`config.mk`:
```
export PLATFORM = sky130hd
export DESIGN_NAME = rob_complete_arb
export DESIGN_NICKNAME = d
export VERILOG_FILES = /design/src/rtl/rob_complete_arb.sv
export SDC_FILE = /design/constraint.sdc
export NUM_CORES = 1
export LEC_CHECK = 0
export CAP_MARGIN = 25
export CORE_ASPECT_RATIO = 0.7
export CORE_UTILIZATION = 40
export DETAILED_ROUTE_END_ITERATION = 6
export PLACE_DENSITY_LB_ADDON = 0.15
export SLEW_MARGIN = 20
export SYNTH_ARGS = -nofsm -noshare
export SYNTH_HDL_FRONTEND = slang
export SYNTH_SLANG_ARGS = --single-unit
```
`constraint.sdc`:
```
create_clock -name clock -period 16.6 [get_ports clock]
set_input_delay 4.98 -clock clock [delete_from_list [all_inputs] [get_ports clock]]
set_output_delay 4.98 -clock clock [all_outputs]
set_load 0.02 [all_outputs]
```
`src/rtl/rob_complete_arb.sv`:
```
// ROB completion arbiter: one holding buffer per functional unit,
// round-robin grant to the ROB/CDB, with branch-rollback squash.
module rob_complete_arb #(
  parameter int NUM_REQ   = 4,
  parameter int ROB_IDX_W = 5,
  parameter int PR_IDX_W  = 6
) (
  input  logic                          clock,
  input  logic                          reset,
  input  logic                          en,
  input  logic [NUM_REQ-1:0]            req_valid,
  input  logic [NUM_REQ*ROB_IDX_W-1:0]  req_rob_idx,
  input  logic [NUM_REQ*PR_IDX_W-1:0]   req_T_idx,
  output logic [NUM_REQ-1:0]            req_ready,
  input  logic [ROB_IDX_W-1:0]          rob_head_idx,
  input  logic                          rollback_en,
  input  logic [ROB_IDX_W-1:0]          rollback_idx,
  output logic                          complete_en,
  output logic [ROB_IDX_W-1:0]          complete_ROB_idx,
  output logic [PR_IDX_W-1:0]           complete_T_idx,
  output logic [NUM_REQ-1:0]            grant
);

  localparam int RR_W = (NUM_REQ > 1) ? $clog2(NUM_REQ) : 1;

  logic [NUM_REQ-1:0]   buf_valid_q, buf_valid_d;
  logic [ROB_IDX_W-1:0] buf_rob_q [NUM_REQ];
  logic [ROB_IDX_W-1:0] buf_rob_d [NUM_REQ];
  logic [PR_IDX_W-1:0]  buf_t_q [NUM_REQ];
  logic [PR_IDX_W-1:0]  buf_t_d [NUM_REQ];
  logic [RR_W-1:0]      rr_q, rr_d;

  logic [ROB_IDX_W-1:0] in_rob [NUM_REQ];
  logic [PR_IDX_W-1:0]  in_t [NUM_REQ];
  logic [NUM_REQ-1:0]   squash;
  logic [NUM_REQ-1:0]   in_drop;
  logic [NUM_REQ-1:0]   eligible;
  logic [RR_W-1:0]      grant_idx;
  logic                 any_elig;
  logic                 dup_rob;

  // Ages are distances from the ROB head, so wrap-around compares cleanly.
  function automatic logic younger(
    input logic [ROB_IDX_W-1:0] x,
    input logic [ROB_IDX_W-1:0] b,
    input logic [ROB_IDX_W-1:0] h
  );
    logic [ROB_IDX_W-1:0] ax;
    logic [ROB_IDX_W-1:0] ab;
    ax = x - h;
    ab = b - h;
    return ax > ab;
  endfunction

  function automatic logic [RR_W-1:0] wrap_add(
    input logic [RR_W-1:0] a,
    input int              k
  );
    int s;
    s = int'(a) + k;
    if (s >= NUM_REQ) s = s - NUM_REQ;
    return RR_W'(s);
  endfunction

  always_comb begin
    squash  = '0;
    in_drop = '0;
    for (int i = 0; i < NUM_REQ; i++) begin
      in_rob[i]  = req_rob_idx[i*ROB_IDX_W +: ROB_IDX_W];
      in_t[i]    = req_T_idx[i*PR_IDX_W +: PR_IDX_W];
      squash[i]  = rollback_en & buf_valid_q[i] &
                   younger(buf_rob_q[i], rollback_idx, rob_head_idx);
      in_drop[i] = rollback_en &
                   younger(in_rob[i], rollback_idx, rob_head_idx);
    end
  end

  assign eligible = buf_valid_q & ~squash;

  always_comb begin
    grant_idx = '0;
    any_elig  = 1'b0;
    for (int k = 0; k < NUM_REQ; k++) begin
      if (!any_elig && eligible[wrap_add(rr_q, k)]) begin
        any_elig  = 1'b1;
        grant_idx = wrap_add(rr_q, k);
      end
    end
  end

  always_comb begin
    complete_en      = en & any_elig;
    grant            = '0;
    complete_ROB_idx = '0;
    complete_T_idx   = '0;
    if (complete_en) begin
      grant            = NUM_REQ'(1) << grant_idx;
      complete_ROB_idx = buf_rob_q[grant_idx];
      complete_T_idx   = buf_t_q[grant_idx];
    end
    req_ready = en ? (~buf_valid_q | grant) : '0;
  end

  always_comb begin
    buf_valid_d = buf_valid_q;
    buf_rob_d   = buf_rob_q;
    buf_t_d     = buf_t_q;
    rr_d        = rr_q;
    if (en) begin
      if (complete_en) rr_d = wrap_add(grant_idx, 1);
      for (int i = 0; i < NUM_REQ; i++) begin
        if (grant[i] | squash[i]) buf_valid_d[i] = 1'b0;
        // Freed this cycle by a grant: reload at the same edge.
        if (req_valid[i] & req_ready[i] & ~in_drop[i]) begin
          buf_valid_d[i] = 1'b1;
          buf_rob_d[i]   = in_rob[i];
          buf_t_d[i]     = in_t[i];
        end
      end
    end
  end

  always_ff @(posedge clock) begin
    if (reset) begin
      buf_valid_q <= '0;
      rr_q        <= '0;
      for (int i = 0; i < NUM_REQ; i++) begin
        buf_rob_q[i] <= '0;
        buf_t_q[i]   <= '0;
      end
    end else begin
      buf_valid_q <= buf_valid_d;
      rr_q        <= rr_d;
      buf_rob_q   <= buf_rob_d;
      buf_t_q     <= buf_t_d;
    end
  end

  always_comb begin
    dup_rob = 1'b0;
    for (int i = 0; i < NUM_REQ; i++) begin
      for (int j = i + 1; j < NUM_REQ; j++) begin
        if (buf_valid_q[i] && buf_valid_q[j] &&
            buf_rob_q[i] == buf_rob_q[j])
          dup_rob = 1'b1;
      end
    end
  end

  // Requesters must never hold the same ROB entry twice.
  dup_rob_a: assert property (
    @(posedge clock) disable iff (reset) !dup_rob
  );

endmodule

```
==> summary.md <==
| Metric | Value |
|---|---|
| Status | complete, no violations |
| Clock Pin Slew Worst Setup and Hold Paths | 60 ps |
| Net Count, Synth | 648 |
| CP Max Fanout | 12 |
| CP most frequent cell | ha_1 |
| Port buffer count | 81 |
| # fillers | 1066 |
| Iteration-0 DRC count of the detailed router | 217 |
| Hold depth | 2 |
| Detail-routed via count per cell | 5.220 |
| Initial antenna violation count | 0 |
| Clock Root Buffer | clkbuf_16 |
| Register area share after synthesis | 21.56% |
| Setup Skew | 13.13 ps |
| Fin cells | 740 |
| Fraction of registers with async set/reset | 0% |
| Post-route setup TNS | 0 ps |
| GR Util met3 | 3.676% |
| Synth Flop Type | dfxtp_1 |
| Ratio of cells with drive above 1 in the final layout | 3.918% |
| Die area | 0.01205 mm² |
| Placed cell count | 731 |
| Register area | 0.001001 mm² |
| Worst r2r dst | buf_rob_q[15] |
| Number of global-route vias before repair | 3762 |
| Synth warnings | 0 |
| Clock sinks | 50 |
| Hold buffer count at CTS | 0 |
| Row cnt | 32 |
| Top cells by area, synth | dfxtp_1 22%, ha_1 17%, mux2i_1 14% |
| #FFs+latches synth | 50 |
| Post-CTS Resized | 0 |
| First-pass GRT wire length | 20.26 mm |
| Initial Util | 41.57% |
| Final WS setup | 1285 ps |
| Total I/O pin count | 82 |
| Routability Congestion | 0.8521 |
| Leakage | 2.578 nW |
| Hold Path End | buf_t_q[13] |
| Minimum clock period | 15320 ps |
| Core box area | 0.01117 mm² |
| DRC | 0 |
| Slowest cell on the critical path | clkdlybuf4s50_1 |
| Commonest cells post-synth | 67 x mux2i_1, 64 x ha_1, 62 x nor2_1, 50 x dfxtp_1, 37 x xnor2_1 |
| Post-synth EDFFs | 0 |
| RSZ-0062 raised after global routing | no |
| TritonCTS clock tree | done |
| Total number of vias | 3863 |
| Ant. Diodes | 0 |
| Routed Antenna Nets | 0 |
| Post-Syn Instances | 513 |
| Slack of the worst reg-to-reg path | 11530 ps |
| Worst-Skew Late Latency | 300 ps |
| Headroom to the max-slew limit | 32.80% |
| Multi-input logic area | 0.003400 mm² |
| Number of max-cap violations | 0 |
| Worst r2r path cells | 20 |
| Total Power | 0.0005223 W |
| Cell Pwr Density | 91.28 mW/mm² |
| Cell area after synthesis | 0.004643 mm² |
| Max clock buf depth | 2 |
| Beginning of the worst hold path | buf_t_q[13] |
| Crit end category | output port |
| Final WL | 12.99 mm |
| Inserted Clock Buffers | 5 |
| CP Data Required Time | 11620 ps |
| Worst hold margin | 499.7 ps |
| Pre-Repair DR Iteration Count | 5 |
| Worst vdd ir | 0.00004468 V |
| Synth unique cells | 45 |
| DIE WIDTH | 130.8 µm |
| Most common cell in the netlist | mux2i_1 |
| Top cell type by total area after synthesis | dfxtp_1 |
| Part of the cycle the worst path needs | 92.26% |
| All-layer global routing usage | 22.24% |
| R2R Path Start | buf_rob_q[0] |
| Mean post-synth cell area | 9.051 µm² |
| Worst Path Arrival | 10340 ps |
| Met1 Use GR | 32.93% |
| Area grow syn2layout | 23.23% |
| Crit start category | input port |
| Final Hold Violating Endpoints | 0 |
| Yosys top cell area share | 21.56% |
| Net count, final | 721 |
| Critical path's largest stage delay | 800 ps |
| CP Cell Sequence | clkdlybuf4s50_1 > ha_1 > inv_1 > fa_1 > xnor2_1 > buf_4 > ha_1 > a21oi_1 > o21ai_0 > maj3_2 > a21o_1 > a31oi_4 > a21boi_2 > a211oi_4 > inv_1 > ha_1 > and2_1 > o21bai_1 > clkdlybuf4s50_1 |
| Die height | 92.14 µm |
| Hold Crit Class | flip-flop to flip-flop |
| CP Class | input port to output port |
| Pre-CTS setup slack | 1328 ps |
| Worst Tran Pin Value | 1008 ps |
| FMAX | 65.29 MHz |
| # setup viols final | 0 |
| Met2 GRT Util | 34.30% |
| Pin count of the biggest net entering global routing | 51 |
| Grt ovf | 0 |
| Top Usage Layer GRT | met2 |
| Setup bufs post-CTS | 0 |
| WL/cell | 17.55 µm |
| Max Slew Vio Count | 0 |
| DP Wirelength | 10.17 mm |
| Htree depth | 2 |
metrics by stage:
stage / area, µm² / util, %
4_1_cts: 5710 / 51.12
5_1_grt: 5722 / 51.22
6_report: 5722 / 51.22
3_5_place_dp: 5544 / 49.63
3_3_place_gp: 5544 / 49.63
2_1_floorplan: 4643 / -
sequential cells by signal (all words and copies together) (netlist names):
name / count
buf_t_q: 24
buf_valid_q: 4
buf_rob_q: 20
rr_q: 2
cell families (layout without fill, tap and decap cells):
kind of cell               after synthesis  in the layout  share of synthesized area (%)
adders and majority gates               81             81                          22.88
muxes                                   67             67                          14.44
xor gates and xnor gates                53             53                          10.16
DFF                                     50             50                          21.56
and+or+nand+nor                        105            105                          10.11
AOI/OAI and AO/OA                      107            107                          15.63
buffers and inverters                   50            124                          5.227
per-layer routing:
metal,vias to the layer above,routed length (µm)
li1,1952,-
met1,1829,6654
met2,80,5711
met3,2,599
met4,0,25
met5,-,0
cell type report:
cell class	instances	area share [%]
clock buffers	6	2.252
clock inverters	2	0.6560
well taps	153	3.346
repair buffers	87	14.94
inverters	29	1.902
flip-flops and latches	50	17.49
multi-input cells	413	59.41
layout by cell type, fill, tap and decap left out, types with 5 or more instances in the layout:
| cell | n |
|---|---|
| ha_1 | 64 |
| xnor2_1 | 37 |
| o21ai_0 | 12 |
| maj3_1 | 7 |
| a21oi_1 | 33 |
| nor2_1 | 62 |
| a21o_1 | 25 |
| fa_1 | 9 |
| nand2_1 | 13 |
| clkdlybuf4s50_1 | 80 |
| dfxtp_1 | 50 |
| nand4_1 | 7 |
| nand2b_1 | 9 |
| mux2i_1 | 67 |
| o22ai_1 | 13 |
| xor2_1 | 15 |
| buf_4 | 5 |
| clkbuf_16 | 5 |
| inv_1 | 29 |
critical path: cells and delay by family:
kind,cells,cell delay (ps)
AND/OR/NAND/NOR,1,150
XOR/XNOR,1,180
buffers and inverters,5,1810
AO/OA/AOI/OAI,7,1680
adder cells (fa/ha/maj),5,1540
how the worst max path moves through the flow:
stage / from / to / slack, ps
after floorplan: rob_head_idx[1] / req_ready[0] / 2600
after CTS: rollback_idx[0] / complete_T_idx[1] / 1320
final: rob_head_idx[0] / req_ready[0] / 1280
after global routing: rollback_idx[0] / complete_T_idx[5] / 1010
after detailed placement: rollback_idx[0] / complete_T_idx[1] / 1330
after global placement: rollback_idx[0] / complete_ROB_idx[1] / 1380
where the power goes:
part / switching, W / internal (W)
registers: 0.0000120 / 0.000131
logic: 0.000139 / 0.000122
clock network: 0.0000472 / 0.0000713
total: 0.000198 / 0.000324
No activity file was read; power rests on OpenSTA's default activity.
